**src/rtl/motion_sequencer.sv**
```systemverilog
// rtl/motion_sequencer.sv - step/dir move sequencer with one-deep command queue
module motion_sequencer #(
  parameter int unsigned PULSE_W   = 4,
  parameter int unsigned DIR_SETUP = 2
) (
  input  logic        CLK,
  input  logic        reset,
  input  logic        cmd_valid,
  output logic        cmd_ready,
  input  logic [31:0] cmd_steps,
  input  logic [31:0] cmd_period,
  input  logic        cmd_dir,
  input  logic        abort,
  output logic        step,
  output logic        dir,
  output logic        busy,
  output logic        done,
  output logic [31:0] steps_left
);

  localparam logic [31:0] PW     = 32'(PULSE_W);
  localparam logic [31:0] TWO_PW = 32'(2 * PULSE_W);
  localparam logic [31:0] DS     = 32'(DIR_SETUP);

  typedef enum logic [2:0] {
    IDLE,
    LOAD,
    SETUP,
    HIGH,
    LOW
  } state_t;

  state_t      state;
  logic        pending_valid;
  logic [31:0] pending_steps;
  logic [31:0] pending_low;
  logic        pending_dir;
  logic        active_dir;
  logic [31:0] active_low;
  logic [31:0] cnt;
  logic        abort_hold;
  logic        accept;
  logic [31:0] cmd_low;

  // Low time is stored precomputed: effective period minus the high time.
  assign cmd_low   = (cmd_period < TWO_PW) ? PW : (cmd_period - PW);
  assign cmd_ready = !pending_valid && !abort && !abort_hold;
  assign accept    = cmd_valid && cmd_ready;

  always_ff @(posedge CLK or posedge reset) begin
    if (reset) begin
      state         <= IDLE;
      pending_valid <= 1'b0;
      pending_steps <= 32'd0;
      pending_low   <= 32'd0;
      pending_dir   <= 1'b0;
      active_dir    <= 1'b0;
      active_low    <= 32'd0;
      cnt           <= 32'd0;
      abort_hold    <= 1'b0;
      step          <= 1'b0;
      dir           <= 1'b0;
      busy          <= 1'b0;
      done          <= 1'b0;
      steps_left    <= 32'd0;
    end else begin
      done <= 1'b0;

      // Accept and load never coincide: accept needs an empty slot, load a full one.
      if (accept) begin
        pending_valid <= 1'b1;
        pending_steps <= cmd_steps;
        pending_low   <= cmd_low;
        pending_dir   <= cmd_dir;
      end

      case (state)
        IDLE: begin
          if (abort) begin
            pending_valid <= 1'b0;
          end else if (pending_valid) begin
            active_dir    <= pending_dir;
            active_low    <= pending_low;
            steps_left    <= pending_steps;
            pending_valid <= 1'b0;
            busy          <= 1'b1;
            state         <= LOAD;
          end
        end

        LOAD: begin
          if (abort) begin
            pending_valid <= 1'b0;
            steps_left    <= 32'd0;
            done          <= 1'b1;
            busy          <= 1'b0;
            state         <= IDLE;
          end else if (steps_left == 32'd0) begin
            done  <= 1'b1;
            busy  <= 1'b0;
            state <= IDLE;
          end else if (active_dir != dir) begin
            dir   <= active_dir;
            cnt   <= DS;
            state <= SETUP;
          end else begin
            step  <= 1'b1;
            cnt   <= PW;
            state <= HIGH;
          end
        end

        SETUP: begin
          if (abort) begin
            pending_valid <= 1'b0;
            steps_left    <= 32'd0;
            done          <= 1'b1;
            busy          <= 1'b0;
            state         <= IDLE;
          end else if (cnt <= 32'd1) begin
            step  <= 1'b1;
            cnt   <= PW;
            state <= HIGH;
          end else begin
            cnt <= cnt - 32'd1;
          end
        end

        HIGH: begin
          // An abort here is remembered so the pulse finishes at full width.
          if (abort) begin
            abort_hold    <= 1'b1;
            pending_valid <= 1'b0;
          end
          if (cnt <= 32'd1) begin
            step <= 1'b0;
            if (abort || abort_hold) begin
              abort_hold    <= 1'b0;
              pending_valid <= 1'b0;
              steps_left    <= 32'd0;
              done          <= 1'b1;
              busy          <= 1'b0;
              state         <= IDLE;
            end else begin
              if (steps_left != 32'd0) begin
                steps_left <= steps_left - 32'd1;
              end
              cnt   <= active_low;
              state <= LOW;
            end
          end else begin
            cnt <= cnt - 32'd1;
          end
        end

        LOW: begin
          if (abort) begin
            pending_valid <= 1'b0;
            steps_left    <= 32'd0;
            done          <= 1'b1;
            busy          <= 1'b0;
            state         <= IDLE;
          end else if (cnt <= 32'd1) begin
            if (steps_left != 32'd0) begin
              step  <= 1'b1;
              cnt   <= PW;
              state <= HIGH;
            end else begin
              done <= 1'b1;
              if (pending_valid) begin
                active_dir    <= pending_dir;
                active_low    <= pending_low;
                steps_left    <= pending_steps;
                pending_valid <= 1'b0;
                state         <= LOAD;
              end else begin
                busy  <= 1'b0;
                state <= IDLE;
              end
            end
          end else begin
            cnt <= cnt - 32'd1;
          end
        end

        default: begin
          step  <= 1'b0;
          busy  <= 1'b0;
          state <= IDLE;
        end
      endcase
    end
  end

endmodule

```
**config.mk**
```make
export PLATFORM = sky130hd
export DESIGN_NAME = motion_sequencer
export DESIGN_NICKNAME = d
export VERILOG_FILES = /design/src/rtl/motion_sequencer.sv
export SDC_FILE = /design/constraint.sdc
export NUM_CORES = 1
export LEC_CHECK = 0
export ABC_AREA = 1
export CORE_MARGIN = 1
export CORE_UTILIZATION = 45
export CTS_CLUSTER_SIZE = 16
export DETAILED_ROUTE_END_ITERATION = 16
export GPL_TIMING_DRIVEN = 1
export PLACE_DENSITY = 0.76
export SYNTH_ARGS = -nofsm -noshare
export SYNTH_HDL_FRONTEND = slang
export SYNTH_SLANG_ARGS = --single-unit
```
**constraint.sdc**
```tcl
create_clock -name CLK -period 5.36 [get_ports CLK]
set_input_delay 0.804 -clock CLK [delete_from_list [all_inputs] [get_ports CLK]]
set_output_delay 0.804 -clock CLK [all_outputs]
set_load 0.1 [all_outputs]
```
Word level (Yosys, flattened, before mapping)
Index checks and enable logic that the tools add are counted.
Widths: inputs -> output; s select.
Storage, ports and cells
  register bits: 171
  bits of input ports: 69
  output and inout bits: 37
  word-level logic and storage cells: 163
Operators by class
  $add $sub $neg: 3
  order comparisons: 2
  eq/ne operators: 28
  muxes and demuxes: 92
  bitwise operators: 3
  reduce and logical (&&, ||, !) cells: 21
Operators by type and width (count)
  $mux 32: 24
  $pmux 32 s4: 2
  $pmux 32 s2: 1
  $sub 32x1->32 const B: 2
  $mux 1: 47
  $le 32x1->1 const B: 1
  $logic_not 32->1: 1
  $lt 32x4->1 const B: 1
  $reduce_bool 32->1: 1
  $sub 32x3->32 const B: 1
  $ne 2x2->1 const B: 14
  $mux 3: 9
  $ne 3x3->1 const B: 8
  $pmux 3 s5: 1
  $reduce_and 7->1: 2
  $pmux 1 s5: 2
  $reduce_and 10->1: 1
  $reduce_and 5->1: 2
  $reduce_and 9->1: 1
  $pmux 1 s4: 2
  $reduce_bool 4->1: 2
  $eq 3x2->1 const B: 2
  $mux 2: 3
  $reduce_and 4->1: 1
  other kinds (12): 18

Longest topological paths before layout
  depth in word-level cells: 10
  mapped depth: 14
  depth with buffers taken out: 13

Worst setup path after synthesis
OpenSTA, ideal clock, no wires.
  path kind: input-to-reg
  from: in abort
  to: reg pending_low[3]
  library setup time: 83 ps
  arrival time: 3387 ps
  required time: 5277 ps
  slack: 1890 ps
  stages: 10
  buffers on the path: 3
  cell sequence: buf_2 inv_2 nand2_1 nor2_1 nand2_1 inv_2 nand2_1 buf_2 buf_2 o22ai_1
Between the ends
  word-level cells in the longest chain between the ends: 4
RTL lines
  start, declared: RTL line 13  | input logic abort,
  $logic_not 1->1: RTL line 47  | assign cmd_ready = !pending_valid && !abort && !abort_hold;
  $logic_and 1x1->1 (2 in series): RTL line 47
  named net cmd_ready: RTL line 9  | output logic cmd_ready,
  $logic_and 1x1->1: RTL line 48  | assign accept = cmd_valid && cmd_ready;
  end signal, assigned: RTL line 73  | pending_low <= cmd_low;
  end, declared: RTL line 36  | logic [31:0] pending_low;
The timed path passes the listed nets, and every way through them passes these cells.
A chain may end at the register's enable or synchronous reset.

Worst setup path after layout
  from: in abort
  to: out cmd_ready
Between the ends
  word-level cells in the longest chain between the ends: 3
RTL lines (RTL line)
  $logic_not 1->1: 47
  $logic_and 1x1->1 (2 in series): 47
  end, declared: 9
Every way passes these cells.

==> results by group <==
Clock tree
  – Root Buffer: clkbuf_16
  – CTS clk-pin slew, worst paths: 0.07 ns
  – Number of buffers inserted by post-CTS setup repair: 0
  – # clock sinks: 171
  – Hold_buf cts: 0
  – CTS tree: done
  – Worst-Skew Late Latency: 0.44 ns
  – Longest Clk Path Bufs: 2
  – Post_cts resized: 0
  – CTS Buf Count: 17
  – H-tree depth: 4

Logic synthesis
  – Post-Synth Adder-Cell Area: 0.00573
  – Synth Area in Compound Gates: 0.0771
  – Post-synthesis mux area share: 0.00275
  – Synthesis Warnings: 0
  – Post-Synth Simple-Gate Area: 0.410
  – Async SR Flop Fraction: 1.00
  – Post-Syn Area per Cell: 6.65 sq um
  – Yosys top cell area share: 0.392
  – Post-synthesis cell count: 1642
  – Largest area contributor in the netlist: dfrtp_1
  – Largest family of logic cells by synthesized area: simple AND/OR/NAND/NOR gates
  – Syn Std Cell Area: 10900 sq um
  – #FFs+latches synth: 171
  – Primary FF master, synth: dfrtp_1
  – Synth Net Count: 1716
  – Yosys cell types: 41
  – Sequential share of the synthesized area: 0.392
  – Synth top area cells: dfrtp_1 (39%), nand2_1 (23%), nor2_1 (6.0%), nand3_1 (5.2%), inv_1 (4.9%)
  – Post-synth EDFFs: 0
  – Synth Area in XOR/XNOR: 0.0281
  – Most frequent cells after synthesis: nand2_1 (675), nor2_1 (175), dfrtp_1 (171), inv_1 (143), nand3_1 (114)
  – Most numerous cell in the Yosys netlist: nand2_1

STA
  – Slew margin rel.: 0.275
  – Fin crit share: 0.720
  – Final setup vio count: 0
  – Setup Skew: 0.0123 ns
  – Worst hold slack: 0.477 ns
  – Slew Limit Fails: 0
  – Fin crit period: 3.86 ns
  – Worst Tran Pin Value: 1.08 ns
  – Sum Neg Setup Slack: 0 ns
  – Hold Violations, Final: 0
  – Max Freq: 259 MHz
  – RSZ-0062 raised after global routing: no

Final layout
  – Layout fillers: 2305
  – Layout cells sized above 1: 0.0624
  – N_diodes: 0
  – Nets@finish: 1791
  – Post-route insts no fill: 2049
  – Synth-to-Final Area Change: 16.4%

GRT
  – Largest net degree at the start of global routing: 172
  – Vias in the first global route: 10333
  – Global-route wire length before repair: 51.1 mm
  – Initial antenna violation count: 0
  – Gr ovfl total: 0
  – GRT Util Overall: 0.260

Min path
  – Worst Hold End: step$_DFFE_PP0P_
  – Min-delay worst type: flop to flop
  – Hold Startpoint: step$_DFFE_PP0P_
  – Worst Hold Depth: 2

Outcome
  – Outcome: complete, no violations

Place
  – HPWL Detailed: 21.6 mm
  – GP Congestion: 0.927
  – Count of input and output buffers: 105
  – Dpl cells: 2017

Routing
  – DR vias: 10765
  – WL final: 30.6 mm
  – Vias per cell: 5.25
  – Final ANT Viol Nets: 0
  – Routed len/inst: 14.9 microns
  – DRC Markers: 0
  – Initial DRC Count: 1001
  – DRT Pass-1 Iters: 5

Critical path
  – Worst R2R Path Depth: 12
  – R2R Path End: cnt[6]$_DFFE_PP0P_
  – Critical Path Source Type: input port
  – Flop-to-flop setup slack: 2.24 ns
  – Crit-path max FO: 8
  – Critical path arrival: 3.05 ns
  – Crit path kind: input port to output port
  – CP required: 4.56 ns
  – Crit Reg-Reg Startpoint: cnt[0]$_DFFE_PP0P_
  – Endpoint class of the critical path: output port

Die
  – Die X: 158 microns
  – Die area: 24900 sq um
  – Core Rows: 56
  – Boundary pin count: 106
  – Core ar.: 23600 sq um
  – Initial core utilization: 0.463
  – Die height: 158 microns

Job
  – Max-Cap Viols: 0
[cells in the final DEF (no fill, tap or decap), types with 2 or more instances in the layout]
cell and instances:
nor3b_1 2, o21ai_0 51, nand4_1 40, o21ai_1 38, inv_8 6, nor2_4 6
inv_2 15, mux2i_1 3, ha_1 5, nand3_1 114, nand3_2 2, o211ai_1 3
o21ai_2 11, buf_4 6, clkdlybuf4s50_1 105, nor2_1 175, a22oi_1 2, nand3b_1 3
clkinvlp_4 4, o21bai_1 4, nand2_4 5, or2_2 5, xnor2_1 10, nor3_1 9
dfrtp_1 171, nand2_1 675, a21oi_1 11, nand2_2 9, o22ai_1 27, nor2_2 11
clkbuf_16 17, inv_6 4, xor2_1 25, and2_1 4, inv_1 142
[area by class of cell]
class / instances / area, sq um / share of cell area
Clock buffer: 17 / 425 / 0.0335
Clock inverter: 15 / 171 / 0.0135
Multi-Input combinational cell: 1256 / 5720 / 0.450
Timing Repair Buffer: 112 / 1120 / 0.0878
Tap cell: 319 / 399 / 0.0314
Inverter: 159 / 601 / 0.0472
Sequential cell: 171 / 4280 / 0.337
[metrics by stage]
step / instance area [sq um] / worst slack (ns) / utilization
detailed placement: 12100 / 1.54 / 0.513
global placement: 12100 / 1.53 / 0.513
floorplan: 10900 / 1.89 / -
finish: 12700 / 1.50 / 0.538
global route: 12700 / 1.44 / 0.538
CTS: 12700 / 1.53 / 0.538
[worst max-delay path, cell delays in order]
cell and delay [ns]:
clkdlybuf4s50_1 0.55, inv_2 0.17, nand2_1 0.10, nor2_1 0.24
clkdlybuf4s50_1 1.19
[sequential cells by signal (all words and copies together), names as in the netlist]
name	count
abort_hold	1
pending_valid	1
cnt	32
pending_low	32
state	3
steps_left	32
done	1
step	1
active_dir	1
pending_dir	1
busy	1
active_low	32
pending_steps	32
dir	1
[worst max-delay path by stage]
| stage | from | endpoint | slack, ns | cells after the start |
|---|---|---|---|---|
| 6_report | abort | cmd_ready | 1.50 | 5 |
| 5_1_grt | abort | cmd_ready | 1.44 | 5 |
| 4_1_cts | abort | cmd_ready | 1.53 | 5 |
| 3_5_place_dp | abort | cmd_ready | 1.54 | 5 |
| 3_3_place_gp | abort | cmd_ready | 1.53 | 5 |
| 2_1_floorplan | abort | pending_low[3]$_DFFE_PP0P_ | 1.89 | 10 |
[layer usage]
layer	global-route usage	routed length [microns]	vias up
met3	0.0370	1800	54
met4	0.0892	645	0
met1	0.367	14300	5014
met5	0	0	-
met2	0.409	13900	363
li1	-	-	5334
[cell families after synthesis]
family                   Yosys count
XOR/XNOR                          35
buffers and inverters            215
flip-flops                       171
multiplexers                       3
AND/OR/NAND/NOR                 1065
adder cells (fa/ha/maj)            5
AO/OA/AOI/OAI                    148
Power is not shown: default switching activity piles up to over one toggle a cycle in this logic, so the estimate is an artifact.
==> RTL edit 1, RTL diff (config.mk and constraints unchanged) <==
Make the reset (`reset`) synchronous in one clocked block.
--- a/src/rtl/motion_sequencer.sv
+++ b/src/rtl/motion_sequencer.sv
@@ -47,7 +47,7 @@
   assign cmd_ready = !pending_valid && !abort && !abort_hold;
   assign accept    = cmd_valid && cmd_ready;
 
-  always_ff @(posedge CLK or posedge reset) begin
+  always_ff @(posedge CLK) begin
     if (reset) begin
       state         <= IDLE;
       pending_valid <= 1'b0;
Behaviour: differs if reset is asserted again (counterexample within 4 cycles, from zero or initial values and one cycle with reset high); with reset held inactive, the same outputs for 4 cycles.
==> RTL edit 1 against the unedited design <==
Worst setup slack got worse by 0.15 ns. Register-to-register slack worse by 0.34 ns. Sequential cell count unchanged. Via count shrank 0.93%. Global-route usage increased by 0.94 points. Synthesized area is 9.4% lower. Die area down 9.3%. Largest cell class unchanged. First-iteration DRC count shrank 15%. Routed wire length decreased by 3.9%. Final area decreased by 8.2%. Critical path type unchanged.
==> RTL edit 1: results (changes against the unedited design) <==
CP Capture Point=cmd_ready; worst stage delay on the critical path=1.19 ns (about the same); drt first-iter violations=846 (-15%); CP arrival=3.20 ns (+0.15 ns); crit path max fanout=11 (+3); Leakage=0.00485 uW; Hold Path Cell Cnt=2 (unchanged); global placement routability congestion=0.907 (-2.2%); FFs w/ async S/R, synth=0% (-100 points); top post-synthesis cells by count=411 x nand2_1, 254 x nor2_1, 171 x dfxtp_1, 157 x inv_1, 152 x a21oi_1; Placed Area=11,100 sq um (-8.7%); fraction of layout cells with a size suffix above 1=5.08% (-1.2 points); total CTS buffers=17 (unchanged); Primary FF master, synth=dfxtp_1; worst reg2reg path startpoint=cnt[0]; largest net degree at the start of global routing=86 (-50%); number of library cell types mapped by synthesis=42 (+2.4%); syn nets=1,686 (-1.7%); Worst Hold Launch=active_low[0]; critical path's slowest cell=clkdlybuf4s50_1; R2R Path End=steps_left[30]; vias per inst=5.42 (+3.2%); worst min-delay path endpoint=active_low[0]; Worst R2R Path Depth=13 (+1); post-CTS resize count=0 (unchanged); synth top area cells=dfxtp_1 35%, nand2_1 16%, nor2_1 9.6%, a21oi_1 7.7%, o21ai_0 6.7%; Clock Path Buffers=2 (unchanged); I/O Buffers=105 (unchanged); Nets=1,752 (-2.2%); Finished Layout Cells=1,967 (-4.0%); Fillers=2,136 (-7.3%); register area=3420 sq um (-20%); CP top delay family=buffers and inverters; CP Launch Point=abort; clock-net power=about 1300 uW; first-pass GRT wire length=48,500 microns (-5.0%); Syn. warnings=0 (unchanged); clk slew on worst S/H paths=0.06 ns; type of the tightest min-delay check=reg -> reg; GRT Resource Usage Total=27.0% (+0.94 points); final hold slack=0.450 ns (-0.0268 ns); sequential-to-total area share from yosys stat=34.6% (-4.6 points); Syn Area/Cell=6.13 sq um (-7.8%); pwr dens=280 nW/um^2; placed insts=1,935 (-4.1%); Pre-Repair DR Iteration Count=5 (unchanged); Routed WL=29,400 microns (-3.9%); number of diodes=0 (unchanged); hpwl dp=20,700 microns (-3.8%); number of global-route vias before repair=9,599 (-7.1%); CTS Root Buffer Type=clkbuf_16; R2R Setup Slk=1.90 ns (-0.34 ns); outcome=completed; dpl ws=1.42 ns (-0.127 ns); Sequential Power=1360 uW; Worst-Margin Slew=1.00 ns (-0.0759 ns); initial antenna violation count=0 (unchanged); H-tree Lvls=4 (unchanged); VDD IR max=0.222 mV; clk_skew=0.0128 ns (+0.000587 ns)
-- RTL edit 1: layer usage --
layer / up-vias / track usage (%) / wire, microns
li1: 5327 / - / -
met1: 4920 / 38.1 / 13800
met5: - / 0 / 0
met2: 370 / 42.0 / 13100
met3: 48 / 3.61 / 1910
met4: 0 / 9.19 / 601
-- RTL edit 1: cell families (layout without fill, tap and decap cells) --
kind of cell | Yosys count | count (layout) | share of synthesized area, %
AOI/OAI and AO/OA | 337 | 337 | 17.7
and+or+nand+nor | 839 | 839 | 35.3
xor gates and xnor gates | 28 | 28 | 2.48
DFF | 171 | 171 | 34.6
buffers and inverters | 233 | 312 | 9.39
adders and majority gates | 4 | 4 | 0.506
muxes | 1 | 1 | 0.101
-- RTL edit 1: final cells by class --
class	instances	area share, %
clock inverters	14	1.49
clock buffers	18	3.76
repair buffers	115	9.61
multi-input cells	1209	47.5
inverters	165	5.31
well taps	275	2.95
flip-flops and latches	171	29.3
==> RTL edit 2, RTL diff (same settings) <==
Made on the original files. Re-encode `state_t` (5 states) as one-hot, 5 bits wide.
--- a/src/rtl/motion_sequencer.sv
+++ b/src/rtl/motion_sequencer.sv
@@ -22,12 +22,12 @@
   localparam logic [31:0] TWO_PW = 32'(2 * PULSE_W);
   localparam logic [31:0] DS     = 32'(DIR_SETUP);
 
-  typedef enum logic [2:0] {
-    IDLE,
-    LOAD,
-    SETUP,
-    HIGH,
-    LOW
+  typedef enum logic [4:0] {
+    IDLE  = 5'b00001,
+    LOAD  = 5'b00010,
+    SETUP = 5'b00100,
+    HIGH  = 5'b01000,
+    LOW   = 5'b10000
   } state_t;
 
   state_t      state;
Function: same outputs for any inputs over 4 cycles, from zero or initial values and one cycle with reset high; so few cycles prove little.
==> RTL edit 2 against the unedited design <==
Sequential cell count increased by 2. Global-route usage fell by 0.27 points. Worst setup slack got worse by 0.074 ns. Routed wire length decreased by 1.8%. Critical path type unchanged. Final area fell by 2.0%. Synthesized area decreased by 2.8%. Largest cell class unchanged. Highest routed layer unchanged. Non-clock buffer count is 1 lower. Die area shrank 2.8%.
Power is left out: it rests on default switching activity, and per cell area and clock period it moved more than threefold.
==> RTL edit 2: results (changes against the unedited design) <==
drt first-iter violations=1,017 (+1.6%); number of global-route vias before repair=9,602 (-7.1%); largest net degree at the start of global routing=174 (+1.2%); outcome=completed; Post-CTS Setup Inserts=0 (unchanged); global placement routability congestion=0.927 (about the same); Placed Area=11,900 sq um (-2.0%); DR WL/cell=15.2 microns (+2.0%); Pre-Repair DR Iteration Count=5 (unchanged); hpwl dp=21,300 microns (-1.2%); number of library cell types mapped by synthesis=40 (-2.4%); dpl ws=1.46 ns (-0.0821 ns); Slew Viols, Final=0 (unchanged); sequential-to-total area share from yosys stat=40.8% (+1.6 points); vias per inst=5.27 (+0.32%); top post-synthesis cells by count=634 x nand2_1, 172 x dfrtp_1, 167 x nor2_1, 135 x inv_1, 111 x o21ai_0; fraction of layout cells with a size suffix above 1=5.54% (-0.70 points); cells after synthesis=1,566 (-4.6%); CP arrival=3.13 ns (+0.08 ns); I/O Buffers=105 (unchanged); crit path max fanout=10 (+2); first-pass GRT wire length=49,300 microns (-3.4%); Worst-Margin Slew=1.09 ns (+0.00968 ns); synth top area cells=dfrtp_1 41%, nand2_1 22%, nor2_1 5.9%, o21ai_0 5.2%, inv_1 4.8%; clk_skew=0.0119 ns (-0.000344 ns); Primary FF master, synth=dfrtp_1; placed insts=1,941 (-3.8%); vias=10.4k (-3.4%); H-tree Lvls=4 (unchanged); Nets=1,721 (-3.9%); GRT Resource Usage Total=25.8% (-0.27 points)
==> RTL edit 2: cell count changes after synthesis, moves of 9 or more <==
cell,delta
nand2_1,-41
xor2_1,+9
nand3_1,-15
o21ai_2,-11
clkbuf_1,+11
o21ai_0,+60
o21ai_1,-34
nand4_1,-17
==> RTL edit 2: layer usage <==
metal	global-route usage, %	share of wire [%]	up-vias
met5	0	0	-
met4	7.33	1.7	0
met3	3.53	7.2	47
met2	38.8	43	405
met1	38.5	48	4837
li1	-	-	5110
==> RTL edit 2: layout make-up <==
type | instances | area, sq um
repair buffers | 111 | 1110
fillers | 2185 | 10500
multi-input cells | 1200 | 5490
inverters | 144 | 548
flip-flops and latches | 173 | 4330
clock buffers | 17 | 425
clock inverters | 15 | 168
well taps | 313 | 392
==> RTL edit 2: logic make-up (layout without fill, tap and decap cells) <==
kind of cell               after synthesis  count (layout)  share of synthesized area, %
xor gates and xnor gates                41              41                          3.38
buffers and inverters                  193             287                          7.48
AOI/OAI and AO/OA                      172             172                          8.83
and+or+nand+nor                        981             981                          38.8
DFF                                    173             173                          40.8
muxes                                    1               1                        0.0943
adders and majority gates                5               5                         0.589
==> RTL edit 2: final timing paths <==
kind,startpoint,to,slack (ns),depth (start not counted)
min reg2reg,pending_low[28],active_low[28],0.48,2
max,abort,cmd_ready,1.43,5
max reg2reg,cnt[0],active_dir,2.12,11
min in group asynchronous,reset,pending_dir,1.01,3
min,pending_low[28],active_low[28],0.48,2
max in group asynchronous,reset,cnt[2],3.69,3
==> RTL edit 2: worst max-delay path, stage by stage <==
cell,delay [ns]
clkdlybuf4s50_1,0.59
nor2_1,0.25
inv_2,0.06
nor2_1,0.22
clkdlybuf4s50_1,1.19
